<file path="config.mk">
export PLATFORM = sky130hd
export DESIGN_NAME = vga_seg_display_n
export DESIGN_NICKNAME = d
export VERILOG_FILES = /design/src/rtl/vga_seg_display_n.sv
export SDC_FILE = /design/constraint.sdc
export NUM_CORES = 1
export LEC_CHECK = 0
export CAP_MARGIN = 0
export CORE_MARGIN = 2
export CORE_UTILIZATION = 65
export DETAILED_ROUTE_END_ITERATION = 10
export PLACE_DENSITY_LB_ADDON = 0.05
export SETUP_SLACK_MARGIN = 0.15
export SLEW_MARGIN = 25
export SYNTH_ARGS = -nofsm -noshare
export SYNTH_HDL_FRONTEND = slang
export SYNTH_SLANG_ARGS = --single-unit
</file>
<file path="constraint.sdc">
create_clock -name clk -period 4.8 [get_ports clk]
set_input_delay 0.96 -clock clk [delete_from_list [all_inputs] [get_ports clk]]
set_output_delay 0.96 -clock clk [all_outputs]
set_load 0.005 [all_outputs]
</file>
<file path="src/rtl/vga_seg_display_n.sv">
// Seven-segment hex renderer for a VGA raster with a built-in timing generator.
// A single system clock is used throughout; a divided pixel clock-enable paces
// the raster counters and a two-stage output pipeline. The displayed value is
// captured once per frame in the vertical blanking interval, so digits never tear.
module vga_seg_display_n #(
  parameter int NUM_DIGITS   = 4,
  parameter int DIV          = 4,
  parameter int X0           = 200,
  parameter int Y0           = 100,
  parameter int PITCH        = 70,
  parameter int SEG_L        = 50,
  parameter int SEG_T        = 10,
  parameter logic [NUM_DIGITS-1:0] COLON_MASK = NUM_DIGITS'(4'b0010),
  parameter int BLINK_FRAMES = 30,
  parameter int H_VISIBLE    = 640,
  parameter int H_FRONT      = 16,
  parameter int H_SYNC       = 96,
  parameter int H_BACK       = 48,
  parameter int V_VISIBLE    = 480,
  parameter int V_FRONT      = 10,
  parameter int V_SYNC       = 2,
  parameter int V_BACK       = 33
) (
  input  logic                    clk,
  input  logic                    rst,
  input  logic [4*NUM_DIGITS-1:0] value,
  input  logic [NUM_DIGITS-1:0]   blank_mask,
  input  logic                    blink_en,
  input  logic [7:0]              fg_color,
  output logic [2:0]              R,
  output logic [2:0]              G,
  output logic [1:0]              B,
  output logic                    HS,
  output logic                    VS,
  output logic                    frame_start
);

  localparam int H_TOTAL  = H_VISIBLE + H_FRONT + H_SYNC + H_BACK;
  localparam int V_TOTAL  = V_VISIBLE + V_FRONT + V_SYNC + V_BACK;
  localparam int HS_START = H_VISIBLE + H_FRONT;
  localparam int HS_END   = HS_START + H_SYNC;
  localparam int VS_START = V_VISIBLE + V_FRONT;
  localparam int VS_END   = VS_START + V_SYNC;
  localparam int DIG_H    = 2 * SEG_L - SEG_T;
  localparam int DIV_W    = $clog2(DIV);
  localparam int BLK_W    = (BLINK_FRAMES > 1) ? $clog2(BLINK_FRAMES) : 1;

  // Geometry constants as signed 12-bit so offsets left of / above a digit
  // compare as negative rather than wrapping to large positive numbers.
  localparam logic signed [11:0] T_S   = 12'(SEG_T);
  localparam logic signed [11:0] W_S   = 12'(SEG_L);
  localparam logic signed [11:0] H_S   = 12'(DIG_H);
  localparam logic signed [11:0] T2_S  = 12'(2 * SEG_T);
  localparam logic signed [11:0] T3_S  = 12'(3 * SEG_T);
  localparam logic signed [11:0] HT3_S = 12'(DIG_H - 3 * SEG_T);
  localparam logic signed [11:0] HT2_S = 12'(DIG_H - 2 * SEG_T);

  logic [DIV_W-1:0]        div_reg;
  logic [9:0]              h_reg;
  logic [9:0]              v_reg;
  logic                    pix_ce;
  logic                    latch;
  logic [4*NUM_DIGITS-1:0] value_shadow_reg;
  logic [NUM_DIGITS-1:0]   mask_shadow_reg;
  logic [BLK_W-1:0]        blink_cnt_reg;
  logic                    phase_reg;
  logic signed [11:0]      dy;
  logic [NUM_DIGITS-1:0]   digit_hit;
  logic [NUM_DIGITS-1:0]   colon_hit;
  logic                    pixel_hit;
  logic                    visible;
  logic                    hs_level;
  logic                    vs_level;
  logic                    s1_lit_reg;
  logic                    s1_hs_reg;
  logic                    s1_vs_reg;
  logic [7:0]              rgb_reg;
  logic                    hs_reg;
  logic                    vs_reg;

  // Segment set for a hex digit, ordered {a,b,c,d,e,f,g}.
  function automatic logic [6:0] seg_decode(input logic [3:0] d);
    case (d)
      4'h0:    return 7'b1111110;
      4'h1:    return 7'b0110000;
      4'h2:    return 7'b1101101;
      4'h3:    return 7'b1111001;
      4'h4:    return 7'b0110011;
      4'h5:    return 7'b1011011;
      4'h6:    return 7'b1011111;
      4'h7:    return 7'b1110000;
      4'h8:    return 7'b1111111;
      4'h9:    return 7'b1111011;
      4'hA:    return 7'b1110111;
      4'hB:    return 7'b0011111;
      4'hC:    return 7'b1001110;
      4'hD:    return 7'b0111101;
      4'hE:    return 7'b1001111;
      default: return 7'b1000111;
    endcase
  endfunction

  assign pix_ce      = (div_reg == DIV_W'(DIV - 1));
  assign latch       = pix_ce && (h_reg == 10'd0) && (v_reg == 10'(V_VISIBLE));
  assign frame_start = latch;

  // Pixel divider plus horizontal/vertical raster counters.
  always_ff @(posedge clk) begin
    if (rst) begin
      div_reg <= '0;
      h_reg   <= '0;
      v_reg   <= '0;
    end else begin
      div_reg <= pix_ce ? '0 : div_reg + DIV_W'(1);
      if (pix_ce) begin
        if (h_reg == 10'(H_TOTAL - 1)) begin
          h_reg <= '0;
          v_reg <= (v_reg == 10'(V_TOTAL - 1)) ? 10'd0 : v_reg + 10'd1;
        end else begin
          h_reg <= h_reg + 10'd1;
        end
      end
    end
  end

  // Once per frame, in vertical blanking: snapshot value/mask and step the blink timer.
  always_ff @(posedge clk) begin
    if (rst) begin
      value_shadow_reg <= '0;
      mask_shadow_reg  <= '0;
      blink_cnt_reg    <= '0;
      phase_reg        <= 1'b0;
    end else if (latch) begin
      value_shadow_reg <= value;
      mask_shadow_reg  <= blank_mask;
      if (!blink_en) begin
        blink_cnt_reg <= '0;
        phase_reg     <= 1'b0;
      end else if (blink_cnt_reg == BLK_W'(BLINK_FRAMES - 1)) begin
        blink_cnt_reg <= '0;
        phase_reg     <= !phase_reg;
      end else begin
        blink_cnt_reg <= blink_cnt_reg + BLK_W'(1);
      end
    end
  end

  assign dy = $signed({2'b00, v_reg}) - $signed(12'(Y0));

  // One renderer per digit; digit 0 is the rightmost box.
  for (genvar gi = 0; gi < NUM_DIGITS; gi++) begin : g_digit
    localparam int XK = X0 + (NUM_DIGITS - 1 - gi) * PITCH;
    logic signed [11:0] dx;
    logic [6:0]         segs;
    logic [6:0]         area;
    logic               in_box;

    assign dx      = $signed({2'b00, h_reg}) - $signed(12'(XK));
    assign segs    = seg_decode(value_shadow_reg[4*gi +: 4]);
    assign in_box  = (dx >= 12'sd0) && (dx < W_S) && (dy >= 12'sd0) && (dy < H_S);
    assign area[6] = (dy < T_S);
    assign area[5] = (dx >= W_S - T_S) && (dy < W_S);
    assign area[4] = (dx >= W_S - T_S) && (dy >= W_S - T_S);
    assign area[3] = (dy >= H_S - T_S);
    assign area[2] = (dx < T_S) && (dy >= W_S - T_S);
    assign area[1] = (dx < T_S) && (dy < W_S);
    assign area[0] = (dy >= W_S - T_S) && (dy < W_S);
    assign digit_hit[gi] = in_box && (|(segs & area)) && !mask_shadow_reg[gi];

    // Colon squares are centred horizontally in the gap left of this digit.
    if (gi >= 1 && COLON_MASK[gi]) begin : g_colon
      localparam int CX = XK - (PITCH - SEG_L) + (PITCH - SEG_L - SEG_T) / 2;
      logic signed [11:0] cdx;
      assign cdx = $signed({2'b00, h_reg}) - $signed(12'(CX));
      assign colon_hit[gi] = (cdx >= 12'sd0) && (cdx < T_S) &&
                             (((dy >= T2_S) && (dy < T3_S)) || ((dy >= HT3_S) && (dy < HT2_S)));
    end else begin : g_no_colon
      assign colon_hit[gi] = 1'b0;
    end
  end

  // Blinking suppresses digits only; colons stay steady.
  assign pixel_hit = ((|digit_hit) && !(blink_en && phase_reg)) || (|colon_hit);
  assign visible   = (h_reg < 10'(H_VISIBLE)) && (v_reg < 10'(V_VISIBLE));
  assign hs_level  = !((h_reg >= 10'(HS_START)) && (h_reg < 10'(HS_END)));
  assign vs_level  = !((v_reg >= 10'(VS_START)) && (v_reg < 10'(VS_END)));

  // Stage 1: register the lit flag and sync levels for the current pixel.
  always_ff @(posedge clk) begin
    if (rst) begin
      s1_lit_reg <= 1'b0;
      s1_hs_reg  <= 1'b1;
      s1_vs_reg  <= 1'b1;
    end else if (pix_ce) begin
      s1_lit_reg <= visible && pixel_hit;
      s1_hs_reg  <= hs_level;
      s1_vs_reg  <= vs_level;
    end
  end

  // Stage 2: colour select and matching sync delay feeding the pins.
  always_ff @(posedge clk) begin
    if (rst) begin
      rgb_reg <= 8'h00;
      hs_reg  <= 1'b1;
      vs_reg  <= 1'b1;
    end else if (pix_ce) begin
      rgb_reg <= s1_lit_reg ? fg_color : 8'h00;
      hs_reg  <= s1_hs_reg;
      vs_reg  <= s1_vs_reg;
    end
  end

  assign R  = rgb_reg[7:5];
  assign G  = rgb_reg[4:2];
  assign B  = rgb_reg[1:0];
  assign HS = hs_reg;
  assign VS = vs_reg;

endmodule
</file>
== Word-level counts from Yosys, hierarchy flattened ==
Memory sizes are Yosys's and may differ from the RTL's. A register that Yosys moved wholly into a read port is not among the register bits.
Index checks and enable logic that the tools add are counted.

* Memory bits (read-only): 448
* Output and inout port bits: 11
* Memories: 4
* Bits of input ports: 31
* Register bits after elaboration: 61

{| class="wikitable"
|+ Memory list
! name !! depth !! bits a word !! rd ports !! clocked after Yosys merged registers in !! wr ports !! RTL line !! RTL
|-
| (name not given) || 16 || 7 || 1 || 1 || 0 || 83 || <nowiki>case (d)</nowiki>
|-
| (name not given) || 16 || 7 || 1 || 1 || 0 || 83 ||
|-
| (name not given) || 16 || 7 || 1 || 1 || 0 || 83 ||
|-
| (name not given) || 16 || 7 || 1 || 1 || 0 || 83 ||
|}

* Reduce and logical (&&, ||, !) cells: 68
* Bitwise logic cells: 4
* Magnitude comparators: 34
* $add $sub $neg: 10
* Mux-type cells: 15
* Equal/unequal tests: 6

{| class="wikitable"
|+ Operator list
! kind !! count
|-
| $ge A11 B1 Y1 const B || 6
|-
| $ge A11 B7 Y1 const B || 6
|-
| $lt A11 B5 Y1 const B || 6
|-
| $lt A11 B7 Y1 const B || 5
|-
| $logic_and A1 B1 Y1 || 49
|-
| $sub A10 B9 Y11 const B || 4
|-
| $mux W4 || 8
|-
| $and A7 B7 Y7 || 4
|-
| $reduce_or A7 Y1 || 4
|-
| $lt A11 B8 Y1 const B || 2
|-
| $add A10 B1 Y10 const B || 2
|-
| $eq A10 B10 Y1 const B || 2
|-
| $lt A10 B10 Y1 const B || 2
|-
| $lt A10 B9 Y1 const B || 2
|-
| $mux W10 || 2
|-
| $ge A11 B6 Y1 const B || 1
|-
| $ge A11 B8 Y1 const B || 1
|-
| $lt A11 B6 Y1 const B || 1
|-
| $sub A10 B7 Y11 const B || 1
|-
| $sub A10 B8 Y11 const B || 1
|-
| $eq A10 B9 Y1 const B || 1
|-
| $ge A10 B10 Y1 const B || 1
|-
| $ge A10 B9 Y1 const B || 1
|-
| $logic_not A10 Y1 || 1
|-
| other kinds (13) || 24
|}

== Longest topological paths before layout ==
* Depth after elaboration: 11
* Depth in mapped cells: 16
* Gate-level depth less buffers: 12

== Worst setup path after synthesis ==
Ideal clock, no wire load.

* Kind: register to register
* From: register h_reg[3]
* To: register, netlist name g_digit[2].segs[6]
* Setup slack: 1797 ps
* Arrival time: 2929 ps
* Data required time: 4726 ps
* Cell stages (with the launch flop): 14
* Clock period less this slack: 3003 ps
* Cell sequence: dfxtp_1 -> clkbuf_1 -> clkinv_1 -> ha_1 -> nand4_1 -> nor3_1 -> buf_4 -> buf_2 -> mux2i_1 -> nor2_1 -> inv_1 -> ha_1 -> a22o_1 -> a31oi_1

* Word-level cells in the longest chain between the ends: 5

{| class="wikitable"
|+ RTL lines
! item !! RTL line !! RTL
|-
| from (decl) || 59 || <nowiki>logic [9:0] h_reg;</nowiki>
|-
| from (signal assigned) || 120 || <nowiki>h_reg <= h_reg + 10'd1;</nowiki>
|-
| $logic_not A10 Y1 || 104 || <nowiki>assign latch = pix_ce && (h_reg == 10'd0) && (v_reg == 10'(V_VISIBLE));</nowiki>
|-
| $logic_and A1 B1 Y1 (2 in series) || 104 ||
|-
| $mux W4 (no line) (2 in series) || n/a ||
|}

No other way between the ends.
A chain may end at the register's enable or synchronous reset.

== Worst setup path in the final report ==
* From: register h_reg[3]
* To: output port frame_start

* Word-level cells in the longest chain between the ends: 3

{| class="wikitable"
|+ RTL lines
! item !! RTL line !! RTL
|-
| $logic_not A10 Y1 || 104 ||
|-
| $logic_and A1 B1 Y1 (2 in series) || 104 ||
|-
| to (decl) || 35 || <nowiki>output logic frame_start</nowiki>
|}

No other way between the ends.

==> results.sh <==
export IMPL_slew_headroom=0.298
export IMPL_worstHoldPathType="reg -> reg"
export IMPL_antenna_found_initial=0
export IMPL_drc_errors=0
export IMPL_p_sw_frac=0.241
export IMPL_clkPwrFrac=0.402
export IMPL_ys_flop_type="dfxtp_1"
export IMPL_ir_worst_vdd_mv=0.155
export IMPL_ioPinCount=42
export IMPL_path_clk_slew_ns=0.09
export IMPL_grt_use_total=0.316
export IMPL_placed_cell_area_mm2=0.00643
export IMPL_design_area_mm2=0.00663
export IMPL_critPathArrivalTime_ns=2.71
export IMPL_syn_num_nets=836
export IMPL_dp_hpwl_um=11300
export IMPL_syn_area_mm2=0.00601
export IMPL_clk_path_buf_depth=2
export IMPL_vias=5497
export IMPL_diodes=0
export IMPL_wl_per_cell_um=17.7
export IMPL_synth_area_leaders="dfxtp_1 (30%), ha_1 (12%), nor2_1 (6.5%)"
export IMPL_power_leakage_nw=2.44
export IMPL_grt_max_degree=33
export IMPL_crit_end="frame_start"
export IMPL_syn_to_final_growth_pct=10.4
export IMPL_grt_pass1_wl_um=25400
export IMPL_p_switching_mw=0.325
export IMPL_root_buffer="clkbuf_8"
export IMPL_clk_latency_ns=0.36
export IMPL_outcome="completed"
export IMPL_ant_nets=0
export IMPL_finalHoldViolCount=0
export IMPL_yosys_cell_count_top_type="nor2_1"
export IMPL_clock_skew_ns=0.0117
export IMPL_dp_slack_ns=1.34
export IMPL_synth_cell_types=71
export IMPL_cts_setup_buffers=0
export IMPL_place_congestion=0.950
export IMPL_die_w_um=100
export IMPL_r2r_cells=12
export IMPL_rrSetupSlack_ns=1.27
export IMPL_hold_buffers=0
export IMPL_critPathCaptureType="output port"
export IMPL_die_y_um=100
export IMPL_firstDrtPassIters=5
export IMPL_grt_ovfl_total=0
export IMPL_start_util=0.659
export IMPL_cts_resized=0
export IMPL_worstReg2RegEnd="g_digit[2].segs[3]$_DFF_P_"
export IMPL_layout_nets=852
export IMPL_cp_required_ns=3.84
export IMPL_placed_cells=863
export IMPL_syn_avg_cell_area_um2=8.04
export IMPL_setup_viol=0
export IMPL_coreArea_mm2=0.00911
export IMPL_rsz0062_at_grt="false"
export IMPL_start_kind="flip-flop"
export IMPL_slew_violations=0
export IMPL_die_area_mm2=0.0100
export IMPL_cts_tree="built"
export IMPL_final_core_util=0.728
export IMPL_drive_gt1_frac=0.0677
export IMPL_rr_startpoint="h_reg[3]$_SDFFE_PP0P_"
export IMPL_critPathLaunch="h_reg[3]$_SDFFE_PP0P_"
export IMPL_internal_power_mw=1.02
export IMPL_fmax_mhz=273
export IMPL_syn_inst=747
export IMPL_synth_top_area_cell="dfxtp_1"
export IMPL_yosys_warnings=0
export IMPL_final_cells=879
export IMPL_path_max_fanout=17
export IMPL_tns_ns=0
export IMPL_p_comb_frac=0.045
export IMPL_p_per_area_mw_per_mm2=203
export IMPL_wl_um=15600
export IMPL_synth_enable_flop_cells=0
export IMPL_tightest_slew_ns=1.05
export IMPL_finalCritPeriodShare=0.764
export IMPL_yosysSeqAreaShare=0.297
export IMPL_rows=35
export IMPL_synth_top_area_frac=0.297
export IMPL_crit_type="reg -> out"
export IMPL_setup_ws_ns=1.13
export IMPL_synthArstFlopShare=0
export IMPL_ys_ff_latch=89
export IMPL_clock_sinks=89
export IMPL_port_buffers=41
export IMPL_grt_pass1_vias=5221
export IMPL_sequentialPowerShare=0.552
export IMPL_numCtsBuffers=9
export IMPL_layout_min_cycle_time_ns=3.67
export IMPL_vias_per_cell=6.25
export IMPL_largest_reg_flops=28
export IMPL_drv_cap=0
export IMPL_drt_iter0_drc=498
export IMPL_yosys_top_cells_count="nor2_1 (104), dfxtp_1 (89), ha_1 (58), nand2_1 (44), a21oi_1 (41)"
export IMPL_h_tree_depth=3
layout make-up:
| type | instances | area [um^2] |
|---|---|---|
| Inverter | 38 | 143 |
| Multi-Input combinational cell | 575 | 3890 |
| Timing Repair Buffer | 50 | 473 |
| Sequential cell | 89 | 1780 |
| Tap cell | 111 | 139 |
| Clock buffer | 10 | 128 |
| Fill cell | 719 | 2480 |
| Clock inverter | 6 | 73.8 |
metrics by stage:
stage | total power [mW] | hold slack (ns)
6_report | 1.35 | 0.441
2_1_floorplan | 0.786 | 0.398
4_1_cts | 1.35 | 0.443
3_3_place_gp | 0.821 | 0.407
3_5_place_dp | 0.822 | 0.427
5_1_grt | 1.39 | 0.474
power groups by stage:
| stage | clock, mW | sequential, mW | combinational [mW] |
|---|---|---|---|
| 6_report | 0.542 | 0.745 | 0.0609 |
| 5_1_grt | 0.577 | 0.746 | 0.0652 |
| 4_1_cts | 0.549 | 0.745 | 0.0606 |
| 3_5_place_dp | 0 | 0.762 | 0.0605 |
| 3_3_place_gp | 0 | 0.762 | 0.0591 |
| 2_1_floorplan | 0 | 0.761 | 0.0242 |
cells by family (layout without fill, tap and decap cells):
group	after synthesis	count (layout)	synth area share
AND/OR/NAND/NOR	267	267	0.212
AO/OA/AOI/OAI	184	184	0.212
flip-flops	89	89	0.297
buffers and inverters	83	104	0.0560
adder cells (fa/ha/maj)	58	58	0.121
XOR/XNOR	41	41	0.0598
multiplexers	25	25	0.0421
worst max-delay path, stage by stage (launching register included):
cell             delay (ns)
dfxtp_1                0.76
clkinv_1               0.54
ha_1                   0.36
nand4_1                0.14
nor3_1                 0.08
clkdlybuf4s50_1        0.46
layer usage:
metal	routed length, um	global-route usage
met1	6550	0.404
met2	7300	0.510
met3	1230	0.0780
met4	495	0.133
met5	0	0
cell usage in the layout, fill, tap and decap left out, drive strengths merged, types with 23 or more instances in the layout:
master         instances
nand2                 44
xnor2                 29
dfxtp                 89
inv                   36
o21ai                 40
nor2                 104
mux2i                 23
ha                    58
nand3                 25
clkdlybuf4s50         40
a21oi                 41
a22oi                 25
worst min path at each step:
stage / startpoint / to / slack (ns) / depth (start not counted)
finish: div_reg[0]$_SDFF_PP0_ / div_reg[0]$_SDFF_PP0_ / 0.44 / 1
global route: div_reg[0]$_SDFF_PP0_ / div_reg[0]$_SDFF_PP0_ / 0.47 / 1
CTS: div_reg[0]$_SDFF_PP0_ / div_reg[0]$_SDFF_PP0_ / 0.44 / 1
detailed placement: div_reg[0]$_SDFF_PP0_ / div_reg[0]$_SDFF_PP0_ / 0.43 / 1
global placement: div_reg[0]$_SDFF_PP0_ / div_reg[0]$_SDFF_PP0_ / 0.41 / 1
floorplan: div_reg[0]$_SDFF_PP0_ / div_reg[0]$_SDFF_PP0_ / 0.40 / 1
Note: power is estimated with default switching activity, not from simulation.
